### src/rtl/uart_rx_pkg.sv
// Shared types and constants for the UART RX frame counter slice.
package uart_rx_pkg;

  typedef enum logic [1:0] {
    ST_IDLE = 2'd0,
    ST_RUN  = 2'd1,
    ST_HOLD = 2'd2
  } state_e;

  typedef enum logic [1:0] {
    FIELD_START  = 2'd0,
    FIELD_DATA   = 2'd1,
    FIELD_PARITY = 2'd2,
    FIELD_STOP   = 2'd3
  } field_e;

  localparam int MIN_PRESCALE = 4;
  localparam int MIN_DATA     = 5;

endpackage

### src/rtl/uart_rx_sample_decode.sv
// Combinational decode of the oversampling position into majority-vote
// sample strobes and the end-of-bit pulse.
module uart_rx_sample_decode #(
  parameter int PRESCALE_W = 6
) (
  input  logic                  active,
  input  logic [PRESCALE_W-1:0] edge_cnt,
  input  logic [PRESCALE_W-1:0] prescale_q,
  output logic                  sample_stb,
  output logic                  sample_mid,
  output logic                  bit_done
);

  localparam logic [PRESCALE_W-1:0] ONE = PRESCALE_W'(1);

  logic [PRESCALE_W-1:0] half;

  assign half = prescale_q >> 1;

  // Three-sample window around the bit centre, the centre itself, and the last clock of the bit.
  always_comb begin
    sample_stb = 1'b0;
    sample_mid = 1'b0;
    bit_done   = 1'b0;
    if (active) begin
      sample_stb = (edge_cnt == half - ONE) || (edge_cnt == half) || (edge_cnt == half + ONE);
      sample_mid = (edge_cnt == half);
      bit_done   = (edge_cnt == prescale_q - ONE);
    end
  end

endmodule

### src/rtl/uart_rx_frame_counter.sv
// UART RX edge/bit counter: tracks the oversampling clock within a bit and
// the bit within a frame, with runtime frame configuration latched per frame.
module uart_rx_frame_counter
  import uart_rx_pkg::*;
#(
  parameter int PRESCALE_W = 6,
  parameter int MAX_DATA   = 9
) (
  input  logic                  CLK,
  input  logic                  RST,
  input  logic                  enable,
  input  logic                  par_en,
  input  logic                  stop2,
  input  logic [3:0]            data_len,
  input  logic [PRESCALE_W-1:0] prescale,
  output logic [PRESCALE_W-1:0] edge_cnt,
  output logic [3:0]            bit_cnt,
  output logic [1:0]            field,
  output logic                  sample_stb,
  output logic                  sample_mid,
  output logic                  bit_done,
  output logic                  frame_done,
  output logic                  cfg_err
);

  localparam logic [PRESCALE_W-1:0] ONE_E       = PRESCALE_W'(1);
  localparam logic [PRESCALE_W-1:0] MIN_PRE_L   = PRESCALE_W'(MIN_PRESCALE);
  localparam logic [3:0]            MIN_DATA_L  = 4'(MIN_DATA);
  localparam logic [3:0]            MAX_DATA_L  = 4'(MAX_DATA);

  state_e                state_q, state_d;
  logic [PRESCALE_W-1:0] edge_cnt_q, edge_cnt_d;
  logic [3:0]            bit_cnt_q, bit_cnt_d;
  logic                  cfg_err_q, cfg_err_d;
  logic                  par_en_q, par_en_d;
  logic                  stop2_q, stop2_d;
  logic [3:0]            data_len_q, data_len_d;
  logic [PRESCALE_W-1:0] prescale_q, prescale_d;

  logic                  running;
  logic                  cfg_ok;
  logic                  load_cfg;
  logic [3:0]            frame_len;
  logic [3:0]            last_bit;
  field_e                field_dec;

  assign running   = (state_q == ST_RUN);
  assign cfg_ok    = (prescale >= MIN_PRE_L) && (data_len >= MIN_DATA_L) && (data_len <= MAX_DATA_L);
  assign frame_len = 4'd2 + data_len_q + {3'b000, par_en_q} + {3'b000, stop2_q};
  assign last_bit  = frame_len - 4'd1;

  uart_rx_sample_decode #(
    .PRESCALE_W(PRESCALE_W)
  ) u_decode (
    .active     (running),
    .edge_cnt   (edge_cnt_q),
    .prescale_q (prescale_q),
    .sample_stb (sample_stb),
    .sample_mid (sample_mid),
    .bit_done   (bit_done)
  );

  assign frame_done = bit_done && (bit_cnt_q == last_bit);

  // Field tag follows the latched frame layout: start, data bits, optional parity, then stop bits.
  always_comb begin
    field_dec = FIELD_START;
    if (running) begin
      if (bit_cnt_q == 4'd0) begin
        field_dec = FIELD_START;
      end else if (bit_cnt_q <= data_len_q) begin
        field_dec = FIELD_DATA;
      end else if (par_en_q && (bit_cnt_q == data_len_q + 4'd1)) begin
        field_dec = FIELD_PARITY;
      end else begin
        field_dec = FIELD_STOP;
      end
    end
  end

  // Next-state logic: dropping enable wins over everything; config is only sampled at a frame start.
  always_comb begin
    state_d    = state_q;
    edge_cnt_d = edge_cnt_q;
    bit_cnt_d  = bit_cnt_q;
    cfg_err_d  = cfg_err_q;
    par_en_d   = par_en_q;
    stop2_d    = stop2_q;
    data_len_d = data_len_q;
    prescale_d = prescale_q;
    load_cfg   = 1'b0;

    if (!enable) begin
      state_d    = ST_IDLE;
      edge_cnt_d = '0;
      bit_cnt_d  = 4'd0;
      cfg_err_d  = 1'b0;
    end else begin
      case (state_q)
        ST_IDLE: begin
          load_cfg = 1'b1;
        end
        ST_RUN: begin
          if (bit_done) begin
            edge_cnt_d = '0;
            if (frame_done) begin
              bit_cnt_d = 4'd0;
              load_cfg  = 1'b1;
            end else begin
              bit_cnt_d = bit_cnt_q + 4'd1;
            end
          end else begin
            edge_cnt_d = edge_cnt_q + ONE_E;
          end
        end
        ST_HOLD: begin
          edge_cnt_d = '0;
          bit_cnt_d  = 4'd0;
          cfg_err_d  = 1'b1;
        end
        default: begin
          state_d    = ST_IDLE;
          edge_cnt_d = '0;
          bit_cnt_d  = 4'd0;
          cfg_err_d  = 1'b0;
        end
      endcase

      if (load_cfg) begin
        par_en_d   = par_en;
        stop2_d    = stop2;
        data_len_d = data_len;
        prescale_d = prescale;
        bit_cnt_d  = 4'd0;
        if (!cfg_ok) begin
          state_d    = ST_HOLD;
          edge_cnt_d = '0;
          cfg_err_d  = 1'b1;
        end else begin
          state_d    = ST_RUN;
          edge_cnt_d = (state_q == ST_IDLE) ? ONE_E : '0;
          cfg_err_d  = 1'b0;
        end
      end
    end
  end

  // State, counters and latched configuration registers.
  always_ff @(posedge CLK) begin
    if (RST) begin
      state_q    <= ST_IDLE;
      edge_cnt_q <= '0;
      bit_cnt_q  <= 4'd0;
      cfg_err_q  <= 1'b0;
      par_en_q   <= 1'b0;
      stop2_q    <= 1'b0;
      data_len_q <= 4'd0;
      prescale_q <= '0;
    end else begin
      state_q    <= state_d;
      edge_cnt_q <= edge_cnt_d;
      bit_cnt_q  <= bit_cnt_d;
      cfg_err_q  <= cfg_err_d;
      par_en_q   <= par_en_d;
      stop2_q    <= stop2_d;
      data_len_q <= data_len_d;
      prescale_q <= prescale_d;
    end
  end

  assign edge_cnt = edge_cnt_q;
  assign bit_cnt  = bit_cnt_q;
  assign field    = field_dec;
  assign cfg_err  = cfg_err_q;

endmodule

### config.mk
export PLATFORM = sky130hd
export DESIGN_NAME = uart_rx_frame_counter
export DESIGN_NICKNAME = d
export VERILOG_FILES = /design/src/rtl/uart_rx_pkg.sv /design/src/rtl/uart_rx_sample_decode.sv /design/src/rtl/uart_rx_frame_counter.sv
export SDC_FILE = /design/constraint.sdc
export NUM_CORES = 1
export LEC_CHECK = 0
export CAP_MARGIN = 30
export CORE_MARGIN = 10
export CORE_UTILIZATION = 47
export CTS_CLUSTER_SIZE = 12
export DETAILED_ROUTE_END_ITERATION = 6
export PLACE_DENSITY = 0.72
export SYNTH_ARGS = -nofsm -noshare
export SYNTH_HDL_FRONTEND = slang
export SYNTH_SLANG_ARGS = --single-unit
### constraint.sdc
create_clock -name CLK -period 3.57 [get_ports CLK]
set_input_delay 0.357 -clock CLK [delete_from_list [all_inputs] [get_ports CLK]]
set_output_delay 0.357 -clock CLK [all_outputs]
set_load 0.1 [all_outputs]
## Yosys cells after proc, flatten, opt, wreduce, memory -nomap -nowiden

Cells that the tools add are included.

| storage, ports and cells | value |
|---|---|
| flip-flop bits (word level) | 25 |
| latch bits | 0 |
| RAM bits | 0 |
| bits in read-only memories | 0 |
| input bits | 15 |
| output and inout port bits | 17 |
| word-level logic and storage cells | 75 |
| memories kept | 0 |

| cells by class | value |
|---|---|
| add/sub/neg operators | 10 |
| $mul | 0 |
| div/mod/pow operators | 0 |
| order comparisons | 4 |
| eq/ne operators | 12 |
| shift operators | 0 |
| multiplexer cells | 25 |
| bitwise logic cells | 2 |
| reductions and logical operators | 14 |

Operators by type and width:

| cell | number |
|---|---|
| $eq 6x6->1 | 3 |
| $mux 2 | 6 |
| $mux 6 | 2 |
| $pmux 6 s2 | 1 |
| $mux 1 | 11 |
| $add 4x1->4 | 2 |
| $add 4x1->4 const B | 2 |
| $eq 4x4->1 | 2 |
| $mux 4 | 2 |
| $pmux 4 s2 | 1 |
| $add 5x1->6 const B | 1 |
| $add 6x1->6 const B | 1 |
| $eq 6x5->1 | 1 |
| $ge 6x3->1 const B | 1 |
| $reduce_or 3->1 | 2 |
| $sub 5x1->6 const B | 1 |
| $sub 6x1->6 const B | 1 |
| $add 2x4->4 const A | 1 |
| $ge 4x3->1 const B | 1 |
| $le 4x4->1 | 1 |
| $le 4x4->1 const B | 1 |
| $logic_and 1x1->1 | 4 |
| $logic_not 4->1 | 1 |
| $ne 2x1->1 const B | 2 |
| 10 further kinds | 16 |

## Logic depth before layout (Yosys ltp)

Gate-level depths: netlist (run 1).

| depth | value |
|---|---|
| depth after elaboration | 11 |
| gate-level depth with buffers | 11 |

## Hierarchy

From an unflattened synthesis (run 1), not the netlist that was laid out.

| unflattened totals | value |
|---|---|
| cells, all modules | 231 |
| area total of the unflattened synthesis | 1969.4 um^2 |

By module, submodules not included:

| module | times used | cells an instance | area an instance (um^2) | sequential area each (um^2) |
|---|---|---|---|---|
| uart_rx_frame_counter | 1 | 169 | 1532.7 | 500.5 |
| uart_rx_sample_decode | 1 | 62 | 436.7 | 0.0 |

## Worst setup path after synthesis (run 1)

OpenSTA, ideal clock, no wires.

| path | value |
|---|---|
| kind | reg-to-output |
| from | register edge_cnt_q[4] (netlist: edge_cnt[4]) |
| to | output port sample_stb |
| arrival | 3.628 ns |
| data required time | 3.213 ns |
| path slack | -0.415 ns |
| stages on the path, launching flop included | 6 |
| cell sequence | dfxtp_1 > xor2_1 > or3b_2 > o21ai_0 > nand4_1 > a31oi_1 |

| between the ends | value |
|---|---|
| word-level cells in the longest chain between the ends | 4 |
| elaborated cells on any way between the ends | 6 |
| those cells by class | eq/ne: 3; mux: 1; reduce/logical: 2 |

Ends and longest elaborated chain:

| element | RTL line | source |
|---|---|---|
| from (decl) | uart_rx_frame_counter.sv:32 | `logic [PRESCALE_W-1:0] edge_cnt_q, edge_cnt_d;` |
| from (signal assigned) | uart_rx_frame_counter.sv:161 | `edge_cnt_q <= edge_cnt_d;` |
| $eq 6x6->1 or $eq 6x5->1 (tied branches) | uart_rx_sample_decode.sv:26 | `sample_stb = (edge_cnt == half - ONE) \|\| (edge_cnt == half) \|\| (edge_cnt == half + ONE);` |
| $logic_or 1x1->1 | uart_rx_sample_decode.sv:26 |  |
| $logic_or 1x1->1 * | uart_rx_sample_decode.sv:26 |  |
| $mux 1 * | uart_rx_sample_decode.sv:25 | `if (active) begin` |
| to (decl) | uart_rx_frame_counter.sv:19 | `output logic sample_stb,` |

Mark *: on every way between the ends. The rest lies on a longest branch, timed or not.

## Final worst setup path (run 1)

| path | value |
|---|---|
| from | register data_len_q[0] |
| to | output port frame_done |

| between the ends | value |
|---|---|
| word-level cells in the longest chain between the ends | 6 |

Ends and longest elaborated chain:

| element | RTL line | source |
|---|---|---|
| from (decl) | uart_rx_frame_counter.sv:37 | `logic [3:0] data_len_q, data_len_d;` |
| from (signal assigned) | uart_rx_frame_counter.sv:166 | `data_len_q <= data_len_d;` |
| $add 2x4->4 | uart_rx_frame_counter.sv:49 | `assign frame_len = 4'd2 + data_len_q + {3'b000, par_en_q} + {3'b000, stop2_q};` |
| $add 4x1->4 (2 in a row) | uart_rx_frame_counter.sv:49 |  |
| $sub 4x1->4 | uart_rx_frame_counter.sv:50 | `assign last_bit = frame_len - 4'd1;` |
| $eq 4x4->1 | uart_rx_frame_counter.sv:63 | `assign frame_done = bit_done && (bit_cnt_q == last_bit);` |
| $logic_and 1x1->1 | uart_rx_frame_counter.sv:63 |  |
| to (decl) | uart_rx_frame_counter.sv:22 | `output logic frame_done,` |

Every way passes these cells.

==> reports/metrics.cfg, run 1 <==
[status]
run_status=complete, no violations

[power]
power-per-cell-area_nw_per_um2=294
power.internal_mw=0.457
power.switching_fraction_pct=31.1
flop_pwr_share_pct=46.9
comb_pwr_share_pct=27.6
p_switching_mw=0.206
power.leakage_nw=0.900
p_clk_share_pct=25.6
vdd_drop_max_uv=195

[cells_and_area]
post_layout_nonfiller_instances=291
layout.nets=275
antennaDiodeCount=0
layout-area-overhead-vs-synth_pct=20.9
num-fill-cells=349
post_route_cells_drive_above_1_share_pct=9.88

[global_route]
antenna_found_initial=0
grt.overflow.total=0
wire_length_of_the_first_global_routing_pass_microns=6870
grt_usage_pct=11.3
vias_in_the_first_global_route=1419
pin_count_of_the_biggest_net_entering_global_routing=16

[critical_path]
setup.worst_path.class=reg -> out
required_ps=3210
critical_path.max_fanout=5
worst_setup_start_kind=flop
arrival_time_at_the_worst_endpoint_ps=2800
crit_path_capture_type=primary output

[cts]
cts_tree=yes
cts-hold-fix-buffers=0
cts.sink_count=25
postCtsSetupRepairBufs=0
clkLatencyLatePin_ps=270
max-clock-path-buffers=2
cts_resized=0
path_clk_slew_ps=90
clock_tree.root_cell=clkbuf_8
tritoncts.num_buffers=3
htreeDepth=1

[drt]
detailedRoute.firstPassIterationCount=4
detailroute.via_count=1556
route.detailed.vias_per_inst=5.35
postRouteWirelength_microns=4090
ant_nets=0
dr.first_iter.drc_count=74
drt-wirelength-per-cell_microns=14.1
route.detailed.drc=0

[synthesis]
synth.cell_area_sq_um=1860
synth-seq-area-share_pct=26.8
synth.ff_latch_count=25
yosys_most_used_dff=dfxtp_1
synth.avg_cell_area_sq_um=8.63
synth-warning-count=0
syn-num-nets=247
syn_inst=216
yosys.cell_types.count=46
ys_async_sr_fraction_pct=0
synth_enable_flop_cells=0

[placement]
port-buffer-count=31
routabilityCongestion=0.814
placed_cells_incl_taps=287
half_perimeter_wire_length_of_the_detailed_placement_result_microns=3220

[timing]
min_period_ps=3150
aggregate_negative_setup_slack_ps=0
timing_worst_slew_pin_value_ps=977
final-max-slew-violation-count=0
skew_ps=2.24
fin_crit_sh_pct=88.3
final_hold_viol_count=0
timing.fmax_mhz=317
grt_setup_unrepaired=no
timing.final.setup_violations=0
maxSlewHeadroom_pct=34.7

[floorplanning]
core_area_sq_um=3740
initial_utilization_pct=49.8
row_count=22
dieArea_sq_um=6890
die_height_microns=83.0
dieWidth_microns=83.0
num_io_pins=32

[worst_hold_path]
hp-class=reg -> reg

[flow_run]
max_cap_violations=0

[cell usage after synthesis (3+ instances only)]
| cell | number | area [sq um] |
|---|---|---|
| o21ai_0 | 7 | 35.0 |
| mux2i_1 | 13 | 130 |
| nand2b_1 | 4 | 25.0 |
| nand4_1 | 3 | 18.8 |
| ha_1 | 15 | 188 |
| nor2_1 | 27 | 101 |
| dfxtp_1 | 25 | 500 |
| a21oi_1 | 7 | 35.0 |
| xor2_1 | 14 | 123 |
| inv_1 | 14 | 52.6 |
| nand3_1 | 10 | 50.1 |
| nand2_1 | 9 | 33.8 |
| or3_1 | 4 | 25.0 |
| xnor2_1 | 15 | 131 |
| nor2b_1 | 5 | 31.3 |
[layout make-up]
type | count | area [sq um] | area share, %
inverters | 14 | 52.6 | 2.33
flip-flops and latches | 25 | 500 | 22.2
multi-input cells | 169 | 1290 | 57.2
well taps | 48 | 60.1 | 2.66
clock buffers | 4 | 45.0 | 2.00
repair buffers | 31 | 308 | 13.7
[path summary, 6_finish.rpt]
path	slack (ps)	start	cells past startpoint	endpoint
worst max-delay path	420	data_len_q[0]	10	frame_done
worst min-delay path	480	cfg_err	2	cfg_err
worst max register to register	590	data_len_q[0]	10	prescale_q[2]
worst min register to register	480	cfg_err	2	cfg_err
[power by group through the flow]
stage / logic (mW) / registers, mW / clock network [mW]
after floorplan: 0.139 / 0.317 / 0
after global placement: 0.182 / 0.317 / 0
after detailed placement: 0.183 / 0.318 / 0
after CTS: 0.184 / 0.311 / 0.175
after global routing: 0.200 / 0.314 / 0.186
final: 0.183 / 0.311 / 0.170
[per-layer routing]
| metal | up-vias | GRT usage [%] | wire length [microns] |
|---|---|---|---|
| met3 | 4 | 3.13 | 168 |
| met5 | - | 0 | 0 |
| met1 | 716 | 15.5 | 2120 |
| li1 | 809 | - | - |
| met4 | 0 | 2.31 | 29 |
| met2 | 27 | 17.2 | 1780 |
[through the flow]
step	power [mW]	hold WS, ps	setup WS [ps]	utilization [%]	area [sq um]
floorplan	0.456	429	239	-	1880
global placement	0.499	466	634	59.0	2210
detailed placement	0.501	473	593	59.0	2210
CTS	0.670	486	380	60.2	2250
global route	0.701	498	268	60.2	2250
finish	0.663	480	416	60.2	2250
[layout by cell type (no fill, tap or decap), drive strengths merged, types with 4 or more instances in the layout]
| cell | n |
|---|---|
| a21oi | 7 |
| buf | 6 |
| clkbuf | 4 |
| clkdlybuf4s50 | 25 |
| dfxtp | 25 |
| ha | 15 |
| inv | 14 |
| mux2i | 13 |
| nand2 | 9 |
| nand2b | 4 |
| nand3 | 10 |
| nor2 | 27 |
| nor2b | 5 |
| o21ai | 7 |
| or3 | 6 |
| xnor2 | 15 |
| xor2 | 14 |
[state kept, by name, summed over array words and instances, names as in the netlist]
register and cells:
edge_cnt 6, prescale_q 6, bit_cnt 4, data_len_q 4, state_q 2, cfg_err 1
par_en_q 1, stop2_q 1
[kinds of logic (layout without fill, tap and decap cells)]
kind of cell / Yosys count / in the layout / share of synthesized area, %
AO/OA/AOI/OAI: 33 / 33 / 14.0
XOR/XNOR: 29 / 29 / 13.6
adder cells (fa/ha/maj): 16 / 16 / 11.1
buffers and inverters: 22 / 49 / 5.30
flip-flops: 25 / 25 / 26.8
multiplexers: 13 / 13 / 6.98
AND/OR/NAND/NOR: 78 / 78 / 22.1
[critical path, cell delays in order (launching register included)]
cell,delay [ps]
dfxtp_1,410
inv_1,60
ha_1,270
inv_1,40
ha_1,190
fa_1,390
xnor2_1,170
a2111oi_4,430
nand3_1,210
nor2_2,180
buf_12,190
Note: power is estimated with default switching activity, not from simulation.
==> inputs of run 2 (changes only) <==
Settings changed: REMOVE_ABC_BUFFERS from default to 1.
==> run 2 against run 1 <==
  * Critical path depth stayed put
  * First-iteration DRC count rose by 1.4%
  * Flip-flop and latch count is the same
  * Hold slack improved by 19 ps
==> reports/metrics.cfg, run 2 (synthesized netlist as in run 1, its figures left out) <==
[timing]
maxSlewHeadroom_pct=34.8  ; was 34.7%
timing.final.setup_violations=0  ; unchanged
timing_worst_slew_pin_value_ps=976  ; was 977 ps
timing.fmax_mhz=310  ; was 317 MHz
min_period_ps=3220  ; was 3150 ps
grt_setup_unrepaired=no  ; unchanged
fin_crit_sh_pct=90.3  ; was 88.3%
final_hold_viol_count=0  ; unchanged
final-max-slew-violation-count=0  ; unchanged
skew_ps=8.86  ; was 2.24 ps

[power]
flop_pwr_share_pct=47.1  ; was 46.9%
power.internal_mw=0.455  ; was 0.457 mW
power-per-cell-area_nw_per_um2=296  ; was 294 nW/um^2
comb_pwr_share_pct=27.2  ; was 27.6%
power.switching_fraction_pct=31.4  ; was 31.1%
power.leakage_nw=0.903  ; was 0.900 nW
p_switching_mw=0.208  ; was 0.206 mW
vdd_drop_max_uv=121  ; was 195 uV
p_clk_share_pct=25.7  ; was 25.6%

[cts]
clock_tree.root_cell=clkbuf_8  ; unchanged
clkLatencyLatePin_ps=270  ; about the same
postCtsSetupRepairBufs=0  ; unchanged
htreeDepth=1  ; unchanged
tritoncts.num_buffers=3  ; unchanged
cts_tree=yes  ; unchanged
path_clk_slew_ps=90  ; about the same
cts_resized=0  ; unchanged
cts-hold-fix-buffers=0  ; unchanged
max-clock-path-buffers=2  ; unchanged
cts.sink_count=25  ; unchanged

[cells_and_area]
layout-area-overhead-vs-synth_pct=20.1  ; was 20.9%
num-fill-cells=362  ; was 349
layout.nets=275  ; unchanged
post_layout_nonfiller_instances=291  ; unchanged
final_common_cell=nor2_1
most-common-layout-cells=nor2_1, dfxtp_1, clkdlybuf4s50_1  ; was dfxtp_1, clkdlybuf4s50_1, nor2_1
post_route_cells_drive_above_1_share_pct=8.23  ; was 9.88%
antennaDiodeCount=0  ; unchanged
layout.cell_area.non_filler_sq_um=2240  ; was 2250 sq um

[critical_path]
setup.worst_path.class=reg -> out  ; unchanged
critical-path-slowest-cell=dfxtp_1  ; was a2111oi_4
critical_path.cell_chain=inv_1 > ha_1 > inv_1 > ha_1 > fa_1 > xnor2_1 > a2111oi_4 > nand3_1 > nor2_1 > buf_12  ; was inv_1 > ha_1 > inv_1 > ha_1 > fa_1 > xnor2_1 > a2111oi_4 > nand3_1 > nor2_2 > buf_12
crit_path_capture_type=primary output  ; unchanged
worst_setup_start_kind=flop  ; unchanged
arrival_time_at_the_worst_endpoint_ps=2870  ; was 2800 ps
delay_contributed_by_the_slowest_stage_of_the_critical_path_ps=430  ; about the same
required_ps=3210  ; about the same
critical_path.max_fanout=5  ; unchanged

[floorplanning]
dieWidth_microns=83.0  ; unchanged
row_count=22  ; unchanged
die_height_microns=83.0  ; unchanged
dieArea_sq_um=6890  ; unchanged
initial_utilization_pct=49.8  ; unchanged
num_io_pins=32  ; unchanged
core_area_sq_um=3740  ; unchanged

[worst_hold_path]
hp-class=reg -> reg  ; unchanged

[drt]
ant_nets=0  ; unchanged
route.detailed.vias_per_inst=5.30  ; was 5.35
detailroute.via_count=1543  ; was 1,556
route.detailed.drc=0  ; unchanged
drt-wirelength-per-cell_microns=14.6  ; was 14.1 microns
postRouteWirelength_microns=4260  ; was 4090 microns
detailedRoute.firstPassIterationCount=4  ; unchanged
dr.first_iter.drc_count=75  ; was 74

[placement]
routabilityCongestion=0.840  ; was 0.814
port-buffer-count=31  ; unchanged
dpl_cell_area_sq_um=2190  ; was 2210 sq um
half_perimeter_wire_length_of_the_detailed_placement_result_microns=3370  ; was 3220 microns
placed_cells_incl_taps=287  ; unchanged

[global_route]
wire_length_of_the_first_global_routing_pass_microns=7360  ; was 6870 microns
grt.overflow.total=0  ; unchanged
grt_usage_pct=12.1  ; was 11.3%
vias_in_the_first_global_route=1542  ; was 1,419
pin_count_of_the_biggest_net_entering_global_routing=16  ; unchanged
antenna_found_initial=0  ; unchanged

[status]
run_status=complete, no violations  ; unchanged

[flow_run]
max_cap_violations=0  ; unchanged

run 2: changes by cell type in the layout (fill, tap and decap cells not counted), sizes merged:
cell    delta
clkinv     +1
clkbuf     -1
run 2: metal layers:
layer  up-vias  GRT usage (%)  wire length (microns)
li1        802              -                      -
met1       717           14.8                   1980
met2        19           20.3                   2050
met3         5           3.22                    177
met4         0           3.23                     50
met5         -              0                      0
run 2: critical path: cells and delay by family (launching register included):
kind            cells  cell delay (ps)
buf+inv             3              320
xor+xnor            1              180
compound gates      1              420
fa+ha+maj           3              840
flops               1              430
simple gates        2              420
run 2: final timing paths:
path,from,endpoint,slack [ps],cells past startpoint
min reg2reg,cfg_err,cfg_err,500,2
max,data_len_q[0],frame_done,350,10
min,cfg_err,cfg_err,500,2
max reg2reg,data_len_q[0],stop2_q,530,10
run 2: cell type report:
class	count	area (sq um)	share of cell area, %
clock inverters	1	5.00	0.223
multi-input cells	169	1270	56.8
repair buffers	31	308	13.7
well taps	48	60.1	2.68
clock buffers	3	41.3	1.84
inverters	14	52.6	2.35
flip-flops and latches	25	500	22.3
run 2: stage by stage:
stage	TNS [ps]	hold slack (ps)	setup slack (ps)	utilization [%]	power, mW
3_3_place_gp	0	476	626	58.6	0.496
2_1_floorplan	-646	429	-415	-	0.450
4_1_cts	0	504	327	59.8	0.669
3_5_place_dp	0	481	573	58.6	0.499
6_report	0	499	347	59.8	0.663
5_1_grt	0	519	152	59.8	0.704
run 2: power groups by stage:
stage / Sequential, mW / Combinational (mW) / Clock (mW)
CTS: 0.312 / 0.182 / 0.176
global route: 0.315 / 0.201 / 0.189
detailed placement: 0.318 / 0.181 / 0
global placement: 0.318 / 0.178 / 0
floorplan: 0.321 / 0.128 / 0
finish: 0.312 / 0.180 / 0.170
==> inputs of run 3 (changes only) <==
Settings changed: HOLD_SLACK_MARGIN from default to 0.05.
==> results of run 3 <==
No change in the layout: final DEF, timing and power equal those of run 2.
